==> src/rtl/load_scoreboard_hazard_unit_pkg.sv <==
`default_nettype none
// ============================================================================
// Module  : load_scoreboard_hazard_unit_pkg
// Purpose : Opcode, ALU-op and EX control-bundle definitions shared by the
//           ID-stage hazard unit and its decoder.
// Revision: 1.0 - initial release
// ============================================================================
package load_scoreboard_hazard_unit_pkg;

    localparam logic [6:0] OP_R      = 7'b0110011;
    localparam logic [6:0] OP_I      = 7'b0010011;
    localparam logic [6:0] OP_LOAD   = 7'b0000011;
    localparam logic [6:0] OP_STORE  = 7'b0100011;
    localparam logic [6:0] OP_BRANCH = 7'b1100011;

    localparam logic [1:0] ALUOP_ADD  = 2'b00;
    localparam logic [1:0] ALUOP_BR   = 2'b01;
    localparam logic [1:0] ALUOP_FUNC = 2'b10;

    typedef struct packed {
        logic       branch;
        logic       reg_write;
        logic       mem_to_reg;
        logic       mem_read;
        logic       mem_write;
        logic       alu_src;
        logic [1:0] alu_op;
    } ctrl_t;

endpackage
`default_nettype wire

==> src/rtl/load_scoreboard_hazard_unit_main_control_decoder.sv <==
`default_nettype none
// ============================================================================
// Module  : main_control_decoder
// Purpose : Combinational opcode decode into the EX control bundle plus
//           source-register usage flags.
// Revision: 1.0 - initial release
// ============================================================================
module main_control_decoder
    import load_scoreboard_hazard_unit_pkg::*;
(
    input  logic [6:0] opcode,
    output ctrl_t      ctrl,
    output logic       uses_rs1,
    output logic       uses_rs2
);

    always_comb begin
        ctrl     = '0;
        uses_rs1 = 1'b0;
        uses_rs2 = 1'b0;
        case (opcode)
            OP_R: begin
                ctrl.alu_op    = ALUOP_FUNC;
                ctrl.reg_write = 1'b1;
                uses_rs1       = 1'b1;
                uses_rs2       = 1'b1;
            end
            OP_I: begin
                ctrl.alu_src   = 1'b1;
                ctrl.reg_write = 1'b1;
                uses_rs1       = 1'b1;
            end
            OP_LOAD: begin
                ctrl.alu_src    = 1'b1;
                ctrl.mem_to_reg = 1'b1;
                ctrl.reg_write  = 1'b1;
                ctrl.mem_read   = 1'b1;
                uses_rs1        = 1'b1;
            end
            OP_STORE: begin
                ctrl.alu_src   = 1'b1;
                ctrl.mem_write = 1'b1;
                uses_rs1       = 1'b1;
                uses_rs2       = 1'b1;
            end
            OP_BRANCH: begin
                ctrl.branch = 1'b1;
                ctrl.alu_op = ALUOP_BR;
                uses_rs1    = 1'b1;
                uses_rs2    = 1'b1;
            end
            default: begin
                ctrl     = '0;
                uses_rs1 = 1'b0;
                uses_rs2 = 1'b0;
            end
        endcase
    end

endmodule
`default_nettype wire

==> src/rtl/load_scoreboard_hazard_unit.sv <==
`default_nettype none
// ============================================================================
// Module  : load_scoreboard_hazard_unit
// Purpose : ID-stage control with per-register load-latency scoreboard,
//           load-use stall, branch flush and saturating stall counter.
// Revision: 1.0 - initial release
// ============================================================================
module load_scoreboard_hazard_unit
    import load_scoreboard_hazard_unit_pkg::*;
#(
    parameter int NUM_REGS     = 32,
    parameter int REG_ADDR_W   = 5,
    parameter int LOAD_LATENCY = 1,
    parameter int STALL_CNT_W  = 16
) (
    input  logic                   clk,
    input  logic                   reset,
    input  logic                   id_valid,
    input  logic [6:0]             id_opcode,
    input  logic [REG_ADDR_W-1:0]  id_rs1,
    input  logic [REG_ADDR_W-1:0]  id_rs2,
    input  logic [REG_ADDR_W-1:0]  id_rd,
    input  logic                   branch_taken,
    output logic                   stall,
    output logic                   pc_write,
    output logic                   if_id_write,
    output logic                   if_id_flush,
    output logic                   branch,
    output logic                   reg_write,
    output logic                   mem_to_reg,
    output logic                   mem_read,
    output logic                   mem_write,
    output logic                   alu_src,
    output logic [1:0]             alu_op,
    output logic [NUM_REGS-1:0]    busy_vec,
    output logic [STALL_CNT_W-1:0] stall_cycles
);

    localparam int              CNT_W       = $clog2(LOAD_LATENCY + 1);
    localparam logic [CNT_W-1:0] C_LOAD_INIT = CNT_W'(LOAD_LATENCY);

    ctrl_t                  w_dec_ctrl;
    ctrl_t                  w_ex_ctrl;
    logic                   w_uses_rs1;
    logic                   w_uses_rs2;
    logic                   w_rs1_busy;
    logic                   w_rs2_busy;
    logic                   w_hz;
    logic                   w_load_issue;
    logic [CNT_W-1:0]       r_cnt [NUM_REGS];
    logic [STALL_CNT_W-1:0] r_stall_cycles;

    main_control_decoder u_decoder (
        .opcode   (id_opcode),
        .ctrl     (w_dec_ctrl),
        .uses_rs1 (w_uses_rs1),
        .uses_rs2 (w_uses_rs2)
    );

    assign w_rs1_busy = w_uses_rs1 && (id_rs1 != '0) && (r_cnt[id_rs1] != '0);
    assign w_rs2_busy = w_uses_rs2 && (id_rs2 != '0) && (r_cnt[id_rs2] != '0);
    assign w_hz       = id_valid && !branch_taken && (w_rs1_busy || w_rs2_busy);

    // Only loads that actually leave ID (not stalled, not squashed) are tracked.
    assign w_load_issue = id_valid && !w_hz && !branch_taken
                          && (id_opcode == OP_LOAD) && (id_rd != '0);

    assign stall       = !reset && w_hz;
    assign pc_write    = !reset && !w_hz;
    assign if_id_write = !reset && !w_hz;
    assign if_id_flush = !reset && branch_taken;

    assign w_ex_ctrl  = (reset || w_hz || branch_taken) ? ctrl_t'('0) : w_dec_ctrl;
    assign branch     = w_ex_ctrl.branch;
    assign reg_write  = w_ex_ctrl.reg_write;
    assign mem_to_reg = w_ex_ctrl.mem_to_reg;
    assign mem_read   = w_ex_ctrl.mem_read;
    assign mem_write  = w_ex_ctrl.mem_write;
    assign alu_src    = w_ex_ctrl.alu_src;
    assign alu_op     = w_ex_ctrl.alu_op;

    // A reissued load onto a pending register reloads rather than decrements.
    always_ff @(posedge clk or posedge reset) begin
        if (reset) begin
            for (int i = 0; i < NUM_REGS; i++) begin
                r_cnt[i] <= '0;
            end
        end else begin
            for (int i = 0; i < NUM_REGS; i++) begin
                if (i == 0) begin
                    r_cnt[i] <= '0;
                end else if (w_load_issue && (id_rd == REG_ADDR_W'(i))) begin
                    r_cnt[i] <= C_LOAD_INIT;
                end else if (r_cnt[i] != '0) begin
                    r_cnt[i] <= r_cnt[i] - CNT_W'(1);
                end
            end
        end
    end

    always_comb begin
        busy_vec = '0;
        for (int i = 1; i < NUM_REGS; i++) begin
            busy_vec[i] = (r_cnt[i] != '0);
        end
    end

    always_ff @(posedge clk or posedge reset) begin
        if (reset) begin
            r_stall_cycles <= '0;
        end else if (w_hz && (r_stall_cycles != '1)) begin
            r_stall_cycles <= r_stall_cycles + STALL_CNT_W'(1);
        end
    end

    assign stall_cycles = r_stall_cycles;

endmodule
`default_nettype wire

==> config.mk <==
export PLATFORM = sky130hd
export DESIGN_NAME = load_scoreboard_hazard_unit
export DESIGN_NICKNAME = d
export VERILOG_FILES = /design/src/rtl/load_scoreboard_hazard_unit_pkg.sv /design/src/rtl/load_scoreboard_hazard_unit_main_control_decoder.sv /design/src/rtl/load_scoreboard_hazard_unit.sv
export SDC_FILE = /design/constraint.sdc
export NUM_CORES = 1
export LEC_CHECK = 0
export CAP_MARGIN = 20
export CORE_MARGIN = 5
export CORE_UTILIZATION = 47
export CTS_BUF_LIST = sky130_fd_sc_hd__clkbuf_16
export CTS_CLUSTER_DIAMETER = 50
export DETAILED_ROUTE_END_ITERATION = 10
export PLACE_DENSITY = 0.81
export SLEW_MARGIN = 15
export SYNTH_ARGS = -nofsm -noshare
export SYNTH_HDL_FRONTEND = slang
export SYNTH_SLANG_ARGS = --single-unit
export TNS_END_PERCENT = 10
==> constraint.sdc <==
create_clock -name clk -period 7.09 [get_ports clk]
set_input_delay 2.127 -clock clk [delete_from_list [all_inputs] [get_ports clk]]
set_output_delay 2.127 -clock clk [all_outputs]
set_load 0.005 [all_outputs]
== After elaboration in Yosys (flattened, before gate mapping) ==
Cells that the tools add are included.

* Bitwise logic cells: 2
* Eq/ne operators: 37
* Mux-type cells: 77
* Add/subtract/negate cells: 32
* Order comparisons: 2
* Reductions and logical operators: 58

{| class="wikitable"
|+ Operators with widths
! cell !! count
|-
| $eq A5 B5 Y1 const B || 16
|-
| $mux W1 || 72
|-
| $logic_and A1 B1 Y1 || 45
|-
| $eq A5 B4 Y1 const B || 8
|-
| $sub A1 B1 Y1 const B || 31
|-
| $eq A5 B3 Y1 const B || 4
|-
| $add A16 B1 Y16 const B || 1
|-
| $ne A16 B16 Y1 const B || 1
|-
| $reduce_bool A5 Y1 || 3
|-
| $eq A7 B6 Y1 const B || 2
|-
| $ge A6 B6 Y1 const B || 2
|-
| $not A5 Y6 || 2
|-
| $bmux W1 S5 || 2
|-
| $eq A5 B2 Y1 const B || 2
|-
| $reduce_or A3 Y1 || 3
|-
| $mux W8 || 1
|-
| $eq A7 B2 Y1 const B || 1
|-
| $eq A7 B5 Y1 const B || 1
|-
| $eq A7 B7 Y1 const B || 1
|-
| $eq A5 B1 Y1 const B || 1
|-
| $reduce_or A5 Y1 || 1
|-
| $pmux W2 S2 || 1
|-
| $logic_not A1 Y1 || 3
|-
| $logic_or A1 B1 Y1 || 3
|-
| $mux W2 || 1
|}

* Input bits: 26
* Output and inout port bits: 60
* Word-level logic and storage cells: 240
* Bits in registers: 47

== Logic depth before layout (Yosys ltp) ==
* Depth in word-level cells: 14
* Gate-level depth with buffers: 11
* Mapped depth without buffers: 7

== Modules after synthesis ==
A second synthesis with hierarchy kept.

* Cell total of the unflattened synthesis: 278
* Area total of the unflattened synthesis: 2,966.6 µm²

{| class="wikitable"
|+ Modules (own cells, without submodules)
! module !! area each (µm²) !! cells each !! instances !! sequential area each (µm²)
|-
| load_scoreboard_hazard_unit || 2,811.4 || 261 || 1 || 1,176.1
|-
| main_control_decoder || 155.1 || 17 || 1 || 0.0
|}

== Worst setup path before layout ==
OpenSTA, ideal clock, no wires.

* Path type: input -> output
* From: input id_rs1[0]
* To: output alu_op[0]
* Required time: 4.963 ns
* Slack: 0.727 ns
* Stages on the path: 7
* Buffers on the path: 1
* Arrival time: 4.236 ns
* Path through: clkbuf_1 mux4_2 o221ai_1 o311a_1 o22ai_4 a31oi_2 nor4bb_1

* Longest elaborated chain between the ends: 10
* Elaborated cells between the ends (all ways): 12
* Those cells by class: mux: 4; bitwise: 1; reduce/logical: 7

{| class="wikitable"
|+ RTL lines
! item !! line !! source
|-
| from (decl) || load_scoreboard_hazard_unit.sv:20 || <nowiki>input logic [REG_ADDR_W-1:0] id_rs1,</nowiki>
|-
| $not A5 Y6 (not written as such) || load_scoreboard_hazard_unit.sv:60 || <nowiki>assign w_rs1_busy = w_uses_rs1 && (id_rs1 != '0) && (r_cnt[id_rs1] != '0);</nowiki>
|-
| $bmux W1 S5 || load_scoreboard_hazard_unit.sv:60 ||
|-
| $mux W1 (not written as such) (2 in series) || load_scoreboard_hazard_unit.sv:60 ||
|-
| $logic_and A1 B1 Y1 * || load_scoreboard_hazard_unit.sv:60 ||
|-
| $logic_or A1 B1 Y1 * || load_scoreboard_hazard_unit.sv:62 || <nowiki>assign w_hz = id_valid && !branch_taken && (w_rs1_busy || w_rs2_busy);</nowiki>
|-
| $logic_and A1 B1 Y1 * || load_scoreboard_hazard_unit.sv:62 ||
|-
| $logic_or A1 B1 Y1 * (2 in series) || load_scoreboard_hazard_unit.sv:73 || <nowiki>assign w_ex_ctrl = (reset || w_hz || branch_taken) ? ctrl_t'('0) : w_dec_ctrl;</nowiki>
|-
| $mux W8 * || load_scoreboard_hazard_unit.sv:73 ||
|-
| to (decl) || load_scoreboard_hazard_unit.sv:34 || <nowiki>output logic [1:0] alu_op,</nowiki>
|}

Every way passes the cells marked *; elsewhere a longest branch is shown, timed or not. The select of a mux whose other input is x is not followed.

== Worst setup path in the final report ==
* From: input id_rs1[1]
* To: output alu_op[0]

The elaborated chain is that of the path after synthesis.

==> flow_metrics.py <==
metrics = {
    "yosys": {
        "post_synth_xor_area_fraction": 0.0488,
        "synth_edf_count": 0,
        "adder_cell_fraction_of_synth_area": 0.00465,
        "synth-compound-area-share": 0.0614,
        "ys_dominant_reg_cell": "sky130_fd_sc_hd__dfrtp_1",
        "post_synth_num_cell_types": 46,
        "yosys-top-cells-area": "sky130_fd_sc_hd__dfrtp_1 44%, sky130_fd_sc_hd__mux2i_1 8.2%, sky130_fd_sc_hd__xnor2_1 4.9%",
        "multiplexer_area_fraction_after_synthesis": 0.128,
        "post_synth_most_frequent_cells": "47 x sky130_fd_sc_hd__dfrtp_1, 24 x sky130_fd_sc_hd__nor3_1, 22 x sky130_fd_sc_hd__mux2i_1",
        "synth_area_per_cell_um2": 10.5,
        "synth-seq-cells": 47,
        "async_flop_share": 1.00,
        "main_combinational_cell_family_by_area_after_synthesis": "simple AND/OR/NAND/NOR gates",
        "mappedNetlistNets": 284,
        "synth.top_cell.area_share": 0.437,
        "synth.yosys.warnings": 0,
        "syn-cell-area_um2": 2690,
        "synth_sequential_area_ratio": 0.437,
        "netlist_instances": 257,
        "yosysTopAreaCell": "sky130_fd_sc_hd__dfrtp_1",
        "synth_most_common_cell": "sky130_fd_sc_hd__dfrtp_1",
        "synthSimpleGateAreaFrac": 0.260,
    },
    "sta": {
        "worst_slack_ps": 91.6,
        "slew_viol_final": 0,
        "worstMarginPinSlew_ps": 719,
        "hold_viol_final": 0,
        "min_period_over_period": 0.987,
        "report.final.setup_viol": 0,
        "fin_tns_setup_ps": 0,
        "max_freq_ghz": 0.143,
        "clock-skew-final_ps": 4.68,
        "grt_setup_unrepaired": "no",
        "fin_hold_ws_ps": 491,
        "period_needed_ps": 7000,
        "max_slew_margin": 0.520,
    },
    "global_routing": {
        "vias_in_the_first_global_route": 2363,
        "grt_pass1_wl_um": 12200,
        "grt_use_total": 0.210,
        "antenna_found_initial": 0,
        "grt_max_degree": 48,
        "gr-total-overflow": 0,
    },
    "layout": {
        "layout.nets": 363,
        "layout-drive-gt1-share": 0.116,
        "fillers": 423,
        "antennaDiodeCount": 0,
        "synthToLayoutAreaGrowth_pct": 39.4,
    },
    "critical_path": {
        "setup.worst_path.start_class": "primary input",
        "max_stage_delay_ps": 560,
        "slowest_stage": "sky130_fd_sc_hd__clkdlybuf4s50_1",
        "cp_common_cell": "sky130_fd_sc_hd__clkdlybuf4s50_1",
        "worst_path_dominant_cell_family": "buffers and inverters",
        "worst-setup-path-type": "primary input to output pin",
        "series_of_cell_instances_along_the_critical_path": "clkdlybuf4s50_1, buf_6, mux4_2, o211ai_1, o311a_1, o22ai_4, a31oi_4, nor4bb_1, clkdlybuf4s50_1",
        "critical_path_peak_fanout": 9,
        "reg2reg_setup_slack_ps": 4140,
        "timing.critical_path.to_type": "output pin",
        "critical_path_buf_inv_count": 3,
        "cp_data_arrival_time_ps": 4870,
        "cp_data_required_time_ps": 4960,
    },
    "cts": {
        "htree_levels": 2,
        "clock-sinks": 47,
        "tritoncts": "done",
        "clk-insertion-delay-late_ps": 280,
        "cts.path.max_buffers": 2,
        "cts_hold_repair.buffers": 0,
        "tritoncts.num_buffers": 5,
        "ctsRootBufferMaster": "sky130_fd_sc_hd__clkbuf_16",
        "clk_pin_slew_worst_paths_ps": 60,
    },
    "run": {
        "timing.max_cap.violations": 0,
    },
    "power": {
        "max-vdd-ir-drop_mv": 0.187,
        "p_leak_nw": 1.57,
        "post-layout-total-power_mw": 0.594,
        "powerDensity_nw_per_um2": 158,
    },
    "placed_design": {
        "hpwlAfterDp_um": 5730,
        "port-buffer-count": 84,
        "preCtsSetupSlack_ps": -62.9,
        "finalWeightedCongestion": 0.865,
    },
    "floorplan": {
        "die_h_um": 85.7,
        "core_region_area_um2": 5540,
        "initial_standard_cell_utilization_of_the_core": 0.486,
        "io-pin-count": 86,
        "die_ar_um2": 7340,
        "die_w_um": 85.7,
        "core.rowCount": 27,
    },
    "detailed_routing": {
        "postRouteAntennaNets": 0,
        "detail_route.wirelength_um": 7510,
        "drt_iter0_markers": 118,
        "wl_per_cell_um": 18.4,
        "route.vias.total": 2314,
        "drt_first_pass_iters": 4,
        "remaining_drc_errors": 0,
        "vias_per_cell": 5.67,
    },
    "outcome": {
        "run_status": "completed",
    },
    "hold_path": {
        "worstHoldPathType": "flop to flop",
    },
}
sequential cells by signal (all words and copies together), names as in the netlist:
name and flops:
busy_vec 31, stall_cycles 16
power by group:
| part | switching, mW | total, mW | internal (mW) |
|---|---|---|---|
| Combinational | 0.0359 | 0.0683 | 0.0324 |
| Sequential | 0.00201 | 0.272 | 0.270 |
| Clock | 0.0909 | 0.254 | 0.163 |
| Total | 0.129 | 0.594 | 0.465 |
metal layers:
metal / wire, um / GRT usage / vias up
met2: 3700 / 0.345 / 83
met4: 196 / 0.0806 / 0
met1: 3210 / 0.272 / 1122
met5: 0 / 0 / -
met3: 400 / 0.0442 / 19
li1: - / - / 1090
placed cells by master (no fill, tap or decap), types with 2 or more instances in the layout:
| cell type | Yosys | routed |
|---|---|---|
| sky130_fd_sc_hd__a21oi_1 | 4 | 4 |
| sky130_fd_sc_hd__a22oi_1 | 3 | 3 |
| sky130_fd_sc_hd__and2_1 | 2 | 2 |
| sky130_fd_sc_hd__and3_1 | 10 | 9 |
| sky130_fd_sc_hd__and4_1 | 7 | 7 |
| sky130_fd_sc_hd__buf_4 | 5 | 10 |
| sky130_fd_sc_hd__clkbuf_16 | 0 | 5 |
| sky130_fd_sc_hd__clkdlybuf4s50_1 | 0 | 81 |
| sky130_fd_sc_hd__dfrtp_1 | 47 | 47 |
| sky130_fd_sc_hd__dlymetal6s2s_1 | 0 | 2 |
| sky130_fd_sc_hd__inv_1 | 5 | 5 |
| sky130_fd_sc_hd__mux2_2 | 2 | 2 |
| sky130_fd_sc_hd__mux2i_1 | 22 | 22 |
| sky130_fd_sc_hd__mux4_2 | 4 | 4 |
| sky130_fd_sc_hd__nand2_1 | 13 | 13 |
| sky130_fd_sc_hd__nand2b_1 | 8 | 8 |
| sky130_fd_sc_hd__nand3_1 | 13 | 13 |
| sky130_fd_sc_hd__nand4_1 | 8 | 8 |
| sky130_fd_sc_hd__nor2_1 | 5 | 5 |
| sky130_fd_sc_hd__nor2b_1 | 6 | 6 |
| sky130_fd_sc_hd__nor3_1 | 24 | 24 |
| sky130_fd_sc_hd__nor3_2 | 10 | 10 |
| sky130_fd_sc_hd__nor3b_1 | 2 | 2 |
| sky130_fd_sc_hd__nor4bb_1 | 2 | 2 |
| sky130_fd_sc_hd__or2_2 | 2 | 2 |
| sky130_fd_sc_hd__or3_1 | 2 | 2 |
| sky130_fd_sc_hd__xnor2_1 | 15 | 15 |
repair_timing:
action                                 in CTS  in global routing
endpoints found under the hold margin       0                  0
gates cloned                                0                  0
buffers inserted                            0                  0
pin swaps                                   0                  0
resized for setup                           1                  5
setup endpoints to repair                   5                  9
kinds of logic after synthesis:
family                     after synthesis
buffers and inverters                   28
other                                    1
muxes                                   29
AOI/OAI and AO/OA                       20
xor gates and xnor gates                15
and+or+nand+nor                        116
DFF                                     47
adders and majority gates                1
through the flow:
stage,instance area (um^2),utilization,cells
final,3750,0.677,408
after global routing,3750,0.677,408
after CTS,3720,0.672,408
after detailed placement,3560,0.643,401
after global placement,3560,0.643,401
after floorplan,2690,-,257
worst paths after layout:
| kind | startpoint | endpoint | cells after the start |
|---|---|---|---|
| min in group asynchronous | reset | stall_cycles[15] | 3 |
| hold reg to reg | stall_cycles[11] | stall_cycles[11] | 1 |
| hold / removal | stall_cycles[11] | stall_cycles[11] | 1 |
| max in group asynchronous | reset | busy_vec[4] | 3 |
| setup reg to reg | busy_vec[8] | busy_vec[31] | 9 |
| setup / recovery | id_rs1[1] | alu_op[0] | 9 |
layout make-up:
cell class / instances / area, um^2 / area share
timing repair buffer: 95 / 931 / 0.248
sequential: 47 / 1180 / 0.314
clock buffer: 5 / 125 / 0.0334
tap: 72 / 90.1 / 0.0240
inverter: 5 / 18.8 / 0.00500
clock inverter: 2 / 33.8 / 0.00901
multi-input combinational: 182 / 1380 / 0.367
No activity file was read; power rests on OpenSTA's default activity.
